<file path="src/rtl/vga_timing_gen_pkg.sv">
// Shared types, the reference 640x480 mode and helpers used to size and place
// the raster regions of the VGA timing generator.
package vga_timing_gen_pkg;

    // One axis of a raster mode: visible span plus blanking pieces.
    typedef struct packed {
        int unsigned active;
        int unsigned fp;
        int unsigned sync;
        int unsigned bp;
    } timing_t;

    // A full mode: horizontal timing in pixels, vertical timing in lines.
    typedef struct packed {
        timing_t h;
        timing_t v;
    } mode_t;

    localparam mode_t VGA_640x480 = '{
        h: '{active: 32'd640, fp: 32'd16, sync: 32'd96, bp: 32'd48},
        v: '{active: 32'd480, fp: 32'd10, sync: 32'd2,  bp: 32'd33}
    };

    // Counts per line/frame: sync, back porch, active and front porch back to back.
    function automatic int unsigned span_total(input int unsigned active,
                                               input int unsigned fp,
                                               input int unsigned sync,
                                               input int unsigned bp);
        return sync + bp + active + fp;
    endfunction

    // First count of the active span (sync and back porch come before it).
    function automatic int unsigned active_first(input int unsigned sync,
                                                 input int unsigned bp);
        return sync + bp;
    endfunction

    // Last count of the active span.
    function automatic int unsigned active_last(input int unsigned sync,
                                                input int unsigned bp,
                                                input int unsigned active);
        return sync + bp + active - 32'd1;
    endfunction

    // Width of an active-area coordinate; never narrower than one bit.
    function automatic int unsigned pix_width(input int unsigned active);
        return (active > 32'd1) ? $clog2(active) : 32'd1;
    endfunction

endpackage

</file>
<file path="src/rtl/vga_timing_gen_if.sv">
// Raster timing bundle: pixel enable in, sync/blanking/coordinates/strobes out.
interface vga_timing_gen_if #(
    parameter int CNT_W = 10,
    parameter int PX_W  = 10,
    parameter int PY_W  = 9
) ();
    logic             pixEn;
    logic             hSync;
    logic             vSync;
    logic             vidOn;
    logic [CNT_W-1:0] hCounter;
    logic [CNT_W-1:0] vCounter;
    logic [PX_W-1:0]  pixX;
    logic [PY_W-1:0]  pixY;
    logic             lineStart;
    logic             frameStart;

    // Timing generator side.
    modport master (
        input  pixEn,
        output hSync, vSync, vidOn, hCounter, vCounter, pixX, pixY,
               lineStart, frameStart
    );

    // Pixel pipeline side.
    modport slave (
        output pixEn,
        input  hSync, vSync, vidOn, hCounter, vCounter, pixX, pixY,
               lineStart, frameStart
    );
endinterface

</file>
<file path="src/rtl/vga_timing_gen_mod_counter.sv">
// Enabled modulo counter 0..MAX. Exposes the next count so the caller can
// decode registered outputs that line up with the count, and a wrap pulse
// for chaining the next axis.
module mod_counter #(
    parameter int          W   = 10,
    parameter int unsigned MAX = 32'd799
) (
    input  logic         clk,
    input  logic         rst,
    input  logic         en,
    output logic [W-1:0] cnt,
    output logic [W-1:0] cnt_nxt,
    output logic         wrap
);

    logic [W-1:0] cnt_q;
    logic [W-1:0] cnt_d;

    // Next count: step when enabled, return to zero after MAX, else hold.
    always_comb begin
        cnt_d = cnt_q;
        wrap  = 1'b0;
        if (en) begin
            if (cnt_q == W'(MAX)) begin
                cnt_d = '0;
                wrap  = 1'b1;
            end else begin
                cnt_d = cnt_q + W'(1);
            end
        end else begin
            cnt_d = cnt_q;
        end
    end

    // Count register.
    always_ff @(posedge clk or posedge rst) begin
        if (rst) begin
            cnt_q <= '0;
        end else begin
            cnt_q <= cnt_d;
        end
    end

    assign cnt     = cnt_q;
    assign cnt_nxt = cnt_d;

endmodule

</file>
<file path="src/rtl/vga_timing_gen.sv">
// Parametrised raster timing generator. Two chained modulo counters track the
// beam; every output is decoded from the next count and registered alongside
// the counters, so all outputs describe the position shown in the same cycle.
module vga_timing_gen
    import vga_timing_gen_pkg::*;
#(
    parameter int unsigned H_ACTIVE = VGA_640x480.h.active,
    parameter int unsigned H_FP     = VGA_640x480.h.fp,
    parameter int unsigned H_SYNC   = VGA_640x480.h.sync,
    parameter int unsigned H_BP     = VGA_640x480.h.bp,
    parameter int unsigned V_ACTIVE = VGA_640x480.v.active,
    parameter int unsigned V_FP     = VGA_640x480.v.fp,
    parameter int unsigned V_SYNC   = VGA_640x480.v.sync,
    parameter int unsigned V_BP     = VGA_640x480.v.bp,
    parameter bit          H_POL    = 1'b0,
    parameter bit          V_POL    = 1'b0,
    parameter int          CNT_W    = 10
) (
    input  logic              clk,
    input  logic              reset,
    vga_timing_gen_if.master  vga
);

    localparam int unsigned H_TOTAL  = span_total(H_ACTIVE, H_FP, H_SYNC, H_BP);
    localparam int unsigned V_TOTAL  = span_total(V_ACTIVE, V_FP, V_SYNC, V_BP);
    localparam int unsigned HA_FIRST = active_first(H_SYNC, H_BP);
    localparam int unsigned HA_LAST  = active_last(H_SYNC, H_BP, H_ACTIVE);
    localparam int unsigned VA_FIRST = active_first(V_SYNC, V_BP);
    localparam int unsigned VA_LAST  = active_last(V_SYNC, V_BP, V_ACTIVE);
    localparam int          PX_W     = int'(pix_width(H_ACTIVE));
    localparam int          PY_W     = int'(pix_width(V_ACTIVE));

    // Reject modes whose counts do not fit or that have empty blanking pieces.
    if (H_TOTAL > (32'd1 << CNT_W) || V_TOTAL > (32'd1 << CNT_W)) begin : g_chk_width
        $error("vga_timing_gen: H_TOTAL/V_TOTAL do not fit in CNT_W bits");
    end
    if (H_FP < 32'd1 || H_SYNC < 32'd1 || H_BP < 32'd1 ||
        V_FP < 32'd1 || V_SYNC < 32'd1 || V_BP < 32'd1) begin : g_chk_porch
        $error("vga_timing_gen: porch and sync widths must be at least 1");
    end
    if ($bits(vga.pixX) != PX_W || $bits(vga.pixY) != PY_W ||
        $bits(vga.hCounter) != CNT_W) begin : g_chk_if
        $error("vga_timing_gen: interface widths do not match the mode");
    end

    logic [CNT_W-1:0] h_cnt, h_nxt, v_cnt, v_nxt;
    logic             h_wrap, v_wrap;

    mod_counter #(.W(CNT_W), .MAX(H_TOTAL - 32'd1)) u_h_cnt (
        .clk     (clk),
        .rst     (reset),
        .en      (vga.pixEn),
        .cnt     (h_cnt),
        .cnt_nxt (h_nxt),
        .wrap    (h_wrap)
    );

    // The line counter steps only on the edge where the pixel counter wraps.
    mod_counter #(.W(CNT_W), .MAX(V_TOTAL - 32'd1)) u_v_cnt (
        .clk     (clk),
        .rst     (reset),
        .en      (h_wrap),
        .cnt     (v_cnt),
        .cnt_nxt (v_nxt),
        .wrap    (v_wrap)
    );

    logic            hsync_d, hsync_q;
    logic            vsync_d, vsync_q;
    logic            vid_on_d, vid_on_q;
    logic [PX_W-1:0] pix_x_d, pix_x_q;
    logic [PY_W-1:0] pix_y_d, pix_y_q;
    logic            line_start_d, line_start_q;
    logic            frame_start_d, frame_start_q;
    logic            h_act_s, v_act_s;

    // Decode sync, blanking and coordinates from the count about to be loaded.
    always_comb begin
        hsync_d       = ~H_POL;
        vsync_d       = ~V_POL;
        vid_on_d      = 1'b0;
        pix_x_d       = '0;
        pix_y_d       = '0;
        h_act_s       = (h_nxt >= CNT_W'(HA_FIRST)) && (h_nxt <= CNT_W'(HA_LAST));
        v_act_s       = (v_nxt >= CNT_W'(VA_FIRST)) && (v_nxt <= CNT_W'(VA_LAST));
        // Strobes come only from a real wrap, so the reset state never fires them
        // and they fall again on the next clock whatever pixEn does.
        line_start_d  = h_wrap;
        frame_start_d = h_wrap & v_wrap;
        if (h_nxt < CNT_W'(H_SYNC)) begin
            hsync_d = H_POL;
        end else begin
            hsync_d = ~H_POL;
        end
        if (v_nxt < CNT_W'(V_SYNC)) begin
            vsync_d = V_POL;
        end else begin
            vsync_d = ~V_POL;
        end
        if (h_act_s && v_act_s) begin
            vid_on_d = 1'b1;
            pix_x_d  = PX_W'(h_nxt - CNT_W'(HA_FIRST));
            pix_y_d  = PY_W'(v_nxt - CNT_W'(VA_FIRST));
        end else begin
            vid_on_d = 1'b0;
            pix_x_d  = '0;
            pix_y_d  = '0;
        end
    end

    // Output registers; reset puts the beam at count 0, inside both sync pulses.
    always_ff @(posedge clk or posedge reset) begin
        if (reset) begin
            hsync_q       <= H_POL;
            vsync_q       <= V_POL;
            vid_on_q      <= 1'b0;
            pix_x_q       <= '0;
            pix_y_q       <= '0;
            line_start_q  <= 1'b0;
            frame_start_q <= 1'b0;
        end else begin
            hsync_q       <= hsync_d;
            vsync_q       <= vsync_d;
            vid_on_q      <= vid_on_d;
            pix_x_q       <= pix_x_d;
            pix_y_q       <= pix_y_d;
            line_start_q  <= line_start_d;
            frame_start_q <= frame_start_d;
        end
    end

    assign vga.hSync      = hsync_q;
    assign vga.vSync      = vsync_q;
    assign vga.vidOn      = vid_on_q;
    assign vga.hCounter   = h_cnt;
    assign vga.vCounter   = v_cnt;
    assign vga.pixX       = pix_x_q;
    assign vga.pixY       = pix_y_q;
    assign vga.lineStart  = line_start_q;
    assign vga.frameStart = frame_start_q;

endmodule

</file>
<file path="src/flat_wrapper.sv">
// flat-port wrapper written by rule: the top's interface ports become plain ports
module vga_timing_gen_flat import vga_timing_gen_pkg::*;
#(
    parameter int unsigned H_ACTIVE = VGA_640x480.h.active,
    parameter int unsigned H_FP     = VGA_640x480.h.fp,
    parameter int unsigned H_SYNC   = VGA_640x480.h.sync,
    parameter int unsigned H_BP     = VGA_640x480.h.bp,
    parameter int unsigned V_ACTIVE = VGA_640x480.v.active,
    parameter int unsigned V_FP     = VGA_640x480.v.fp,
    parameter int unsigned V_SYNC   = VGA_640x480.v.sync,
    parameter int unsigned V_BP     = VGA_640x480.v.bp,
    parameter bit          H_POL    = 1'b0,
    parameter bit          V_POL    = 1'b0,
    parameter int          CNT_W    = 10
)
  (clk, reset, vga_pixEn, vga_hSync, vga_vSync, vga_vidOn, vga_hCounter, vga_vCounter, vga_pixX, vga_pixY, vga_lineStart, vga_frameStart);
  vga_timing_gen_if #(.CNT_W(CNT_W), .PX_W(10), .PY_W(9)) vga_i ();
  input  logic clk;
  input  logic reset;
  input wire logic [$bits(vga_i.pixEn)-1:0] vga_pixEn;
  output wire logic [$bits(vga_i.hSync)-1:0] vga_hSync;
  output wire logic [$bits(vga_i.vSync)-1:0] vga_vSync;
  output wire logic [$bits(vga_i.vidOn)-1:0] vga_vidOn;
  output wire logic [$bits(vga_i.hCounter)-1:0] vga_hCounter;
  output wire logic [$bits(vga_i.vCounter)-1:0] vga_vCounter;
  output wire logic [$bits(vga_i.pixX)-1:0] vga_pixX;
  output wire logic [$bits(vga_i.pixY)-1:0] vga_pixY;
  output wire logic [$bits(vga_i.lineStart)-1:0] vga_lineStart;
  output wire logic [$bits(vga_i.frameStart)-1:0] vga_frameStart;
  assign vga_i.pixEn = vga_pixEn;
  assign vga_hSync = vga_i.hSync;
  assign vga_vSync = vga_i.vSync;
  assign vga_vidOn = vga_i.vidOn;
  assign vga_hCounter = vga_i.hCounter;
  assign vga_vCounter = vga_i.vCounter;
  assign vga_pixX = vga_i.pixX;
  assign vga_pixY = vga_i.pixY;
  assign vga_lineStart = vga_i.lineStart;
  assign vga_frameStart = vga_i.frameStart;
  vga_timing_gen #(.H_ACTIVE(H_ACTIVE), .H_FP(H_FP), .H_SYNC(H_SYNC), .H_BP(H_BP), .V_ACTIVE(V_ACTIVE), .V_FP(V_FP), .V_SYNC(V_SYNC), .V_BP(V_BP), .H_POL(H_POL), .V_POL(V_POL), .CNT_W(CNT_W)) u_core (.clk(clk), .reset(reset), .vga(vga_i));
endmodule
</file>
<file path="config.mk">
export PLATFORM = sky130hd
export DESIGN_NAME = vga_timing_gen_flat
export DESIGN_NICKNAME = d
export VERILOG_FILES = /design/src/rtl/vga_timing_gen_pkg.sv /design/src/rtl/vga_timing_gen_if.sv /design/src/rtl/vga_timing_gen_mod_counter.sv /design/src/rtl/vga_timing_gen.sv /design/src/flat_wrapper.sv
export SDC_FILE = /design/constraint.sdc
export NUM_CORES = 1
export LEC_CHECK = 0
export ABC_AREA = 1
export CAP_MARGIN = 20
export CELL_PAD_IN_SITES_DETAIL_PLACEMENT = 1
export CELL_PAD_IN_SITES_GLOBAL_PLACEMENT = 2
export CORE_MARGIN = 10
export CORE_UTILIZATION = 33
export CTS_CLUSTER_SIZE = 30
export DETAILED_ROUTE_END_ITERATION = 8
export GPL_ROUTABILITY_DRIVEN = 1
export PLACE_DENSITY_LB_ADDON = 0.08
export SYNTH_ARGS = -nofsm -noshare
export SYNTH_HDL_FRONTEND = slang
export SYNTH_SLANG_ARGS = --single-unit
</file>
<file path="constraint.sdc">
create_clock -name clk -period 5.3 [get_ports clk]
set_input_delay 0.795 -clock clk [delete_from_list [all_inputs] [get_ports clk]]
set_output_delay 0.795 -clock clk [all_outputs]
set_load 0.05 [all_outputs]
</file>
==> summary.txt, run 1 <==
Outcome
  • Status: completed

Synthesis
  • Post-synthesis sequential element count: 44
  • Yosys synthesis warning count: 0
  • Sequential fraction of the synthesis area: 42.6%
  • Number of nets in the synthesized netlist: around 340
  • Count of unique library cells instantiated by Yosys: 26
  • Combinational family with the most area after synthesis: simple AND/OR/NAND/NOR gates
  • Post-Synth Simple-Gate Area: 36.0%
  • Area share of xor/xnor cells in the synthesized design: 3.39%
  • Compound-Gate Fraction of Synth Area: 5.03%
  • Synthesized area divided by synthesized cell count: 7.93 um^2
  • Adder-cell share of the synthesized area: 3.39%
  • Count of mapped cells out of synthesis: 326
  • Mux cell area share after synthesis: 0%
  • Cell Area, Synth: around 2600 um^2

Clock network
  • Number of buffers inserted by hold repair at cts: 0
  • Root buffer selected by CTS: sky130_fd_sc_hd__clkbuf_8
  • Buffers inserted during post-CTS setup optimization: 0
  • Clock tree from TritonCTS: built
  • H-Tree Depth: 2
  • Bufs on Longest Clock Path: 2
  • Insertion delay to the later sink of the worst-skew pair: 300 ps
  • Clock transition at path regs: 90 ps
  • Post-cts gate resize count: 0
  • Cts bufs inserted: 5
  • TritonCTS Sinks: 44

Setup path
  • Data required time at the worst endpoint: 5520 ps
  • Crit-path leading delay family: simple AND/OR/NAND/NOR gates
  • Cells traversed along the worst timing path: clkdlybuf4s50_1 > inv_1 > nor3_2 > nand2_1 > nand2_2 > nand3_2 > nor2_1 > nand2_1 > nand3_2 > nand3_2 > nor2_2
  • Setup crit end kind: flop
  • Arrival time of the worst setup path: a little under 4000 ps
  • Crit path depth: 11
  • CP Class: primary input to flop
  • CP peak stage delay: 750 ps
  • Startpoint type of the worst setup path: primary input
  • Critical path buffers and inverters: 2
  • Most common cell type on the critical path: sky130_fd_sc_hd__nand3_2
  • Depth of the worst register-to-register path: 13
  • Largest fanout of any net on the critical path: 20
  • Max stage delay cell, worst path: sky130_fd_sc_hd__clkdlybuf4s50_1

Job
  • Max-cap violations: 0

Timing
  • Pins Over Slew Limit: 0
  • Time the final worst path needs with I/O delays and setup: 3680 ps
  • Transition at the pin with the smallest max-transition slack: 924 ps
  • Final sum of negative setup slack: 0 ps
  • RSZ-0062 raised after global routing: false
  • Tcrit/Tclk final: 69.5%
  • Clock Skews: 11.4 ps
  • Hold violation count in the final report: 0
  • Setup-violating endpoint count in the final report: 0
  • Worst-case headroom to the max-slew limit: 38.3%
  • Peak Freq: 0.272 GHz

Final layout
  • Antenna fix cells: 0
  • Post-layout instance area: ~3200 um^2
  • Number of inserted filler cells in the final layout: 939
  • Highest-count cells in the layout ignoring fill and taps: sky130_fd_sc_hd__nand2_1 (71), sky130_fd_sc_hd__clkdlybuf4s50_1 (46), sky130_fd_sc_hd__inv_1 (45)
  • Nets@finish: 384
  • Synthesis-to-finish area growth: 25.4%
  • Fin cells: 477
  • Most frequent standard cell in the layout excluding fill and tap cells: sky130_fd_sc_hd__nand2_1
  • Share of final-layout standard cells stronger than drive strength 1: 17.6%

Min path
  • Hold Path Depth: 2
  • Kind of path behind the tightest hold check: flop to flop

Global routing
  • Number of global-route vias before repair: 2364
  • Gr ovfl total: 0
  • Maximum number of pins on one net before global-route repair: 45
  • Wire length of the first global-routing pass: 12500 um
  • Antenna violations before repair: 0
  • GRT Overall Usage: approximately an eighth

Power
  • Switching power as a share of total power: 47.4%
  • Max VDD drop: 0.241 mV
  • Net load switching power: 734 uW
  • Power per standard cell area: 477 nW/um^2
  • Cell internal power dissipation: 815 uW
  • Static leakage: about 0.0015 uW
  • Fraction of power consumed by the clock network: 18.7%
  • Pwr Total: 1550 uW
  • Gate power share: 50.8%
  • Share of power burned in registers: a little under a third

Floorplanning
  • Width of the chip: 109 um
  • Core Footprint: between 7000 and 8000 um^2
  • Number of primary I/O pins: 47
  • Area enclosed by the die boundary: ~12000 um^2
  • Die span in y: 109 um
  • Rows: 32
  • Initial cell density of the core: 33.6%

Route
  • Final routed wirelength across all metal layers: 7390 um
  • Drt wl/cell: 15.5 um
  • DRC violation total after the first TritonRoute iteration: 55
  • Routed Antenna Nets: 0
  • Remaining routing DRC violations: 0
  • Routed vias: around 2200
  • Via density per instance: 4.60
  • 1st-pass router iterations: 4

Placed design
  • Placed standard-cell area: 3120 um^2
  • Last weighted congestion value of the routability-driven placer: roughly 0.82
  • Port Buf Inserts: 46
  • Detailed placer's ending HPWL: 5690 um
  • # placed instances: 469
synth_stat cells:
master / instances / share of area [%]
sky130_fd_sc_hd__a21o_2: 1 / 0.34
sky130_fd_sc_hd__a21oi_1: 2 / 0.39
sky130_fd_sc_hd__buf_6: 5 / 2.2
sky130_fd_sc_hd__dfrtp_1: 44 / 43
sky130_fd_sc_hd__ha_1: 7 / 3.4
sky130_fd_sc_hd__inv_1: 46 / 6.7
sky130_fd_sc_hd__inv_2: 5 / 0.73
sky130_fd_sc_hd__nand2_1: 71 / 10
sky130_fd_sc_hd__nand2_2: 15 / 3.6
sky130_fd_sc_hd__nand3_1: 22 / 4.3
sky130_fd_sc_hd__nand3_2: 5 / 1.9
sky130_fd_sc_hd__nand3_4: 1 / 0.68
sky130_fd_sc_hd__nand4_1: 10 / 2.4
sky130_fd_sc_hd__nor2_1: 37 / 5.4
sky130_fd_sc_hd__nor2_2: 22 / 5.3
sky130_fd_sc_hd__nor2_4: 3 / 1.3
sky130_fd_sc_hd__nor3_1: 1 / 0.19
sky130_fd_sc_hd__nor3_2: 1 / 0.39
sky130_fd_sc_hd__nor4_1: 1 / 0.24
sky130_fd_sc_hd__o2111ai_1: 1 / 0.34
sky130_fd_sc_hd__o21ai_0: 6 / 1.2
sky130_fd_sc_hd__o21ai_1: 3 / 0.58
sky130_fd_sc_hd__o21ai_2: 4 / 1.4
sky130_fd_sc_hd__o21bai_1: 3 / 0.87
sky130_fd_sc_hd__xnor2_1: 2 / 0.68
sky130_fd_sc_hd__xor2_1: 8 / 2.7
final timing paths:
path | from | end | slack (ps)
max | vga_pixEn | u_core.vga.pixX[0]$_DFF_PP0_ | 1620
max in group asynchronous | reset | u_core.u_v_cnt.cnt[4]$_DFF_PP0_ | 3700
max reg2reg | u_core.u_h_cnt.cnt[0]$_DFF_PP0_ | u_core.vga.pixX[0]$_DFF_PP0_ | 2130
min in group asynchronous | reset | u_core.u_h_cnt.cnt[0]$_DFF_PP0_ | 1020
min | u_core.u_h_cnt.cnt[1]$_DFF_PP0_ | u_core.u_h_cnt.cnt[1]$_DFF_PP0_ | 660
min reg2reg | u_core.u_h_cnt.cnt[1]$_DFF_PP0_ | u_core.u_h_cnt.cnt[1]$_DFF_PP0_ | 660
layout make-up:
type                    count  area (um^2)  share of cell area (%)
multi-input cells         226         1240                    38.1
clock inverters             1         30.0                   0.926
repair buffers             46          460                    14.2
inverters                  51          191                    5.90
flip-flops and latches     44         1100                    33.9
well taps                 102          128                    3.93
clock buffers               7         96.3                    2.97
power by group through the flow:
stage / combinational, uW / sequential (uW) / clock, uW
after global routing: 855 / 484 / 312
after floorplan: 295 / 741 / 0
final: 787 / 472 / 290
after global placement: 792 / 480 / 0
after CTS: 799 / 475 / 298
after detailed placement: 795 / 481 / 0
stage by stage:
stage	utilization, %	setup WS (ps)	hold WS (ps)
after global routing	42.2	1240	706
after detailed placement	40.6	1300	649
after CTS	42.2	1580	673
final	42.2	1620	662
after floorplan	-	2590	832
after global placement	40.6	1330	669
kinds of logic (layout without fill, tap and decap cells):
group,after synthesis,count (layout)
flip-flops,44,44
AO/OA/AOI/OAI,20,20
buffers and inverters,56,105
AND/OR/NAND/NOR,189,189
adder cells (fa/ha/maj),7,7
XOR/XNOR,10,10
flip-flops by register name, summed over array words and instances, names as in the netlist:
| register | count |
|---|---|
| u_core.vga.pixX | 10 |
| u_core.vga.frameStart | 1 |
| u_core.vga.vidOn | 1 |
| u_core.u_h_cnt.cnt | 10 |
| u_core.vga.hSync | 1 |
| u_core.u_v_cnt.cnt | 10 |
| u_core.vga.pixY | 9 |
| u_core.vga.lineStart | 1 |
| u_core.vga.vSync | 1 |
per-layer routing:
metal  vias to the layer above  wire, um  global-route usage (%)  part of all wire [%]
met5                         -         0                       0                     0
met1                      1058      3640                    17.9                    49
met3                         5       333                    3.45                   4.5
met2                        26      3360                    20.8                    45
li1                       1105         -                       -                     -
met4                         0        56                    3.20                  0.76
tightest hold or removal path, delay by kind of cell, from the launching register on:
family           cells  cell delay [ps]
flip-flops           1              400
AND/OR/NAND/NOR      2              210
Note: power is estimated with default switching activity, not from simulation.
==> run 2: changes to the inputs <==
CORE_UTILIZATION = 27   (was 33)
clock period = 3.1 ns   (was 5.3 ns; I/O delays follow)
==> summary.txt, run 2 (same netlist as run 1, synthesis figures left out) <==
Outcome
  • Status: completed

Final layout
  • Share of final-layout standard cells stronger than drive strength 1: 19.1%
  • Area of the multi-input gates: 1240 um^2
  • Number of inserted filler cells in the final layout: between 1000 and 1500
  • Most frequent standard cell in the layout excluding fill and tap cells: sky130_fd_sc_hd__nand2_1
  • Fin cells: 511
  • Synthesis-to-finish area growth: 27.9%
  • Nets@finish: 391
  • Antenna fix cells: 0
  • Area used by sequential logic in the layout: 1100 um^2
  • Highest-count cells in the layout ignoring fill and taps: sky130_fd_sc_hd__nand2_1 (71), sky130_fd_sc_hd__clkdlybuf4s50_1 (46), sky130_fd_sc_hd__inv_1 (45)

Global routing
  • Number of global-route vias before repair: 2441
  • Maximum number of pins on one net before global-route repair: 45
  • GRT Overall Usage: 11.3%
  • Gr ovfl total: 0
  • Wire length of the first global-routing pass: 13000 um
  • Antenna violations before repair: 0

Power
  • Cell internal power dissipation: roughly 1300 uW
  • Share of power burned in registers: 31.1%
  • Static leakage: between 0.0015 and 0.002 uW
  • Max VDD drop: 0.376 mV
  • Switching power as a share of total power: around 50%
  • Power per standard cell area: 783 nW/um^2
  • Fraction of power consumed by the clock network: between 10 and 15%
  • Gate power share: 54.1%
  • Net load switching power: 1280 uW

Setup path
  • Data required time at the worst endpoint: around 3300 ps
  • Setup crit end kind: flop
  • Most common cell type on the critical path: sky130_fd_sc_hd__nor2_1
  • Cells traversed along the worst timing path: ha_1 > nand2_2 > nor2_4 > nand3_4 > buf_4 > nor2_1 > nor2_4 > inv_1 > ha_1 > nor2_1 > nor2_1 > xor2_1 > nor2_2
  • CP Class: flop to flop
  • Largest fanout of any net on the critical path: 9
  • Arrival time of the worst setup path: 2880 ps
  • CP peak stage delay: 520 ps
  • Max stage delay cell, worst path: sky130_fd_sc_hd__dfrtp_1
  • Startpoint type of the worst setup path: flop
  • Depth of the worst register-to-register path: 13

Route
  • Final routed wirelength across all metal layers: 7610 um
  • Routed Antenna Nets: 0
  • Routed vias: 2238
  • Drt wl/cell: 14.9 um
  • DRC violation total after the first TritonRoute iteration: 65
  • Remaining routing DRC violations: 0
  • 1st-pass router iterations: 4
  • Via density per instance: ~4.4

Timing
  • Time the final worst path needs with I/O delays and setup: between 2000 and 3000 ps
  • Setup-violating endpoint count in the final report: 0
  • Final sum of negative setup slack: 0 ps
  • Hold violation count in the final report: 0
  • Pins Over Slew Limit: 0
  • Tcrit/Tclk final: 86.5%
  • RSZ-0062 raised after global routing: false
  • Peak Freq: 0.373 GHz
  • Worst-case headroom to the max-slew limit: 37.8%
  • Transition at the pin with the smallest max-transition slack: 931 ps
  • Clock Skews: 7.64 ps

Floorplanning
  • Area enclosed by the die boundary: 13900 um^2
  • Rows: 35
  • Width of the chip: 118 um
  • Core Footprint: just over 9000 um^2
  • Initial cell density of the core: 27.9%
  • Number of primary I/O pins: 47
  • Die span in y: 118 um

Clock network
  • Number of buffers inserted by hold repair at cts: 0
  • Clock tree from TritonCTS: built
  • Root buffer selected by CTS: sky130_fd_sc_hd__clkbuf_8
  • TritonCTS Sinks: 44
  • Cts bufs inserted: 5
  • Insertion delay to the later sink of the worst-skew pair: around 300 ps
  • Buffers inserted during post-CTS setup optimization: 0
  • H-Tree Depth: 2
  • Bufs on Longest Clock Path: 2
  • Clock transition at path regs: ~100 ps
  • Post-cts gate resize count: 0

Placed design
  • # placed instances: between 500 and 600
  • Last weighted congestion value of the routability-driven placer: 0.760
  • Detailed placer's ending HPWL: about 6000 um
  • Port Buf Inserts: 46

Job
  • Max-cap violations: 0

Min path
  • Kind of path behind the tightest hold check: primary input to async pin
==> run 2: critical path, delay by kind of cell (launching register included) <==
kind	cells	cell delay, ps
XOR/XNOR	1	220
adder cells (fa/ha/maj)	2	500
buffers and inverters	2	330
flip-flops	1	520
AND/OR/NAND/NOR	8	1020
==> run 2: worst paths after layout <==
kind | end | slack (ps) | start
setup / recovery | u_core.vga.pixY[6]$_DFF_PP0_ | 420 | u_core.u_h_cnt.cnt[0]$_DFF_PP0_
hold / removal | u_core.vga.pixY[0]$_DFF_PP0_ | 680 | reset
setup reg to reg | u_core.vga.pixY[6]$_DFF_PP0_ | 420 | u_core.u_h_cnt.cnt[0]$_DFF_PP0_
hold reg to reg | u_core.vga.frameStart$_DFF_PP0_ | 730 | u_core.u_v_cnt.cnt[6]$_DFF_PP0_
max in group asynchronous | u_core.u_v_cnt.cnt[8]$_DFF_PP0_ | 1830 | reset
min in group clk | u_core.vga.frameStart$_DFF_PP0_ | 730 | u_core.u_v_cnt.cnt[6]$_DFF_PP0_
==> run 2: final cells by class <==
class | instances | share of cell area (%)
clock inverter | 3 | 0.643
inverter | 51 | 5.79
clock buffer | 5 | 2.08
sequential | 44 | 33.3
tap | 129 | 4.88
timing repair buffer | 53 | 15.9
multi-input combinational | 226 | 37.4
==> run 2: power by group through the flow <==
stage	Sequential (uW)	Clock, uW	Combinational [uW]
after floorplan	1270	0	504
after global placement	822	0	1420
after global routing	828	422	1520
final	806	382	1400
after detailed placement	822	0	1420
after CTS	812	397	1430
==> run 2: layer usage <==
layer  vias up  global-route usage [%]  routed length, um
met2        28                    17.3               3350
met4         0                    2.32                 70
met1      1083                    15.8               3900
li1       1122                       -                  -
met3         5                    2.49                297
met5         -                       0                  0
==> run 2: metrics by stage <==
step | util (%) | total power [uW] | hold slack (ps) | instance area (um^2) | setup slack [ps]
after CTS | 35.6 | 2640 | 719 | 3310 | 370
after global routing | 35.6 | 2770 | 767 | 3310 | 179
after global placement | 34.6 | 2240 | 706 | 3220 | 113
final | 35.6 | 2590 | 683 | 3310 | 420
after floorplan | - | 1770 | 707 | 2590 | 389
after detailed placement | 34.6 | 2240 | 707 | 3220 | 136
==> run 3: changes to the inputs <==
SLEW_MARGIN = 20   (was not set)
==> results of run 3 <==
Same layout as run 2: the final DEF is identical, and so are final timing and power.
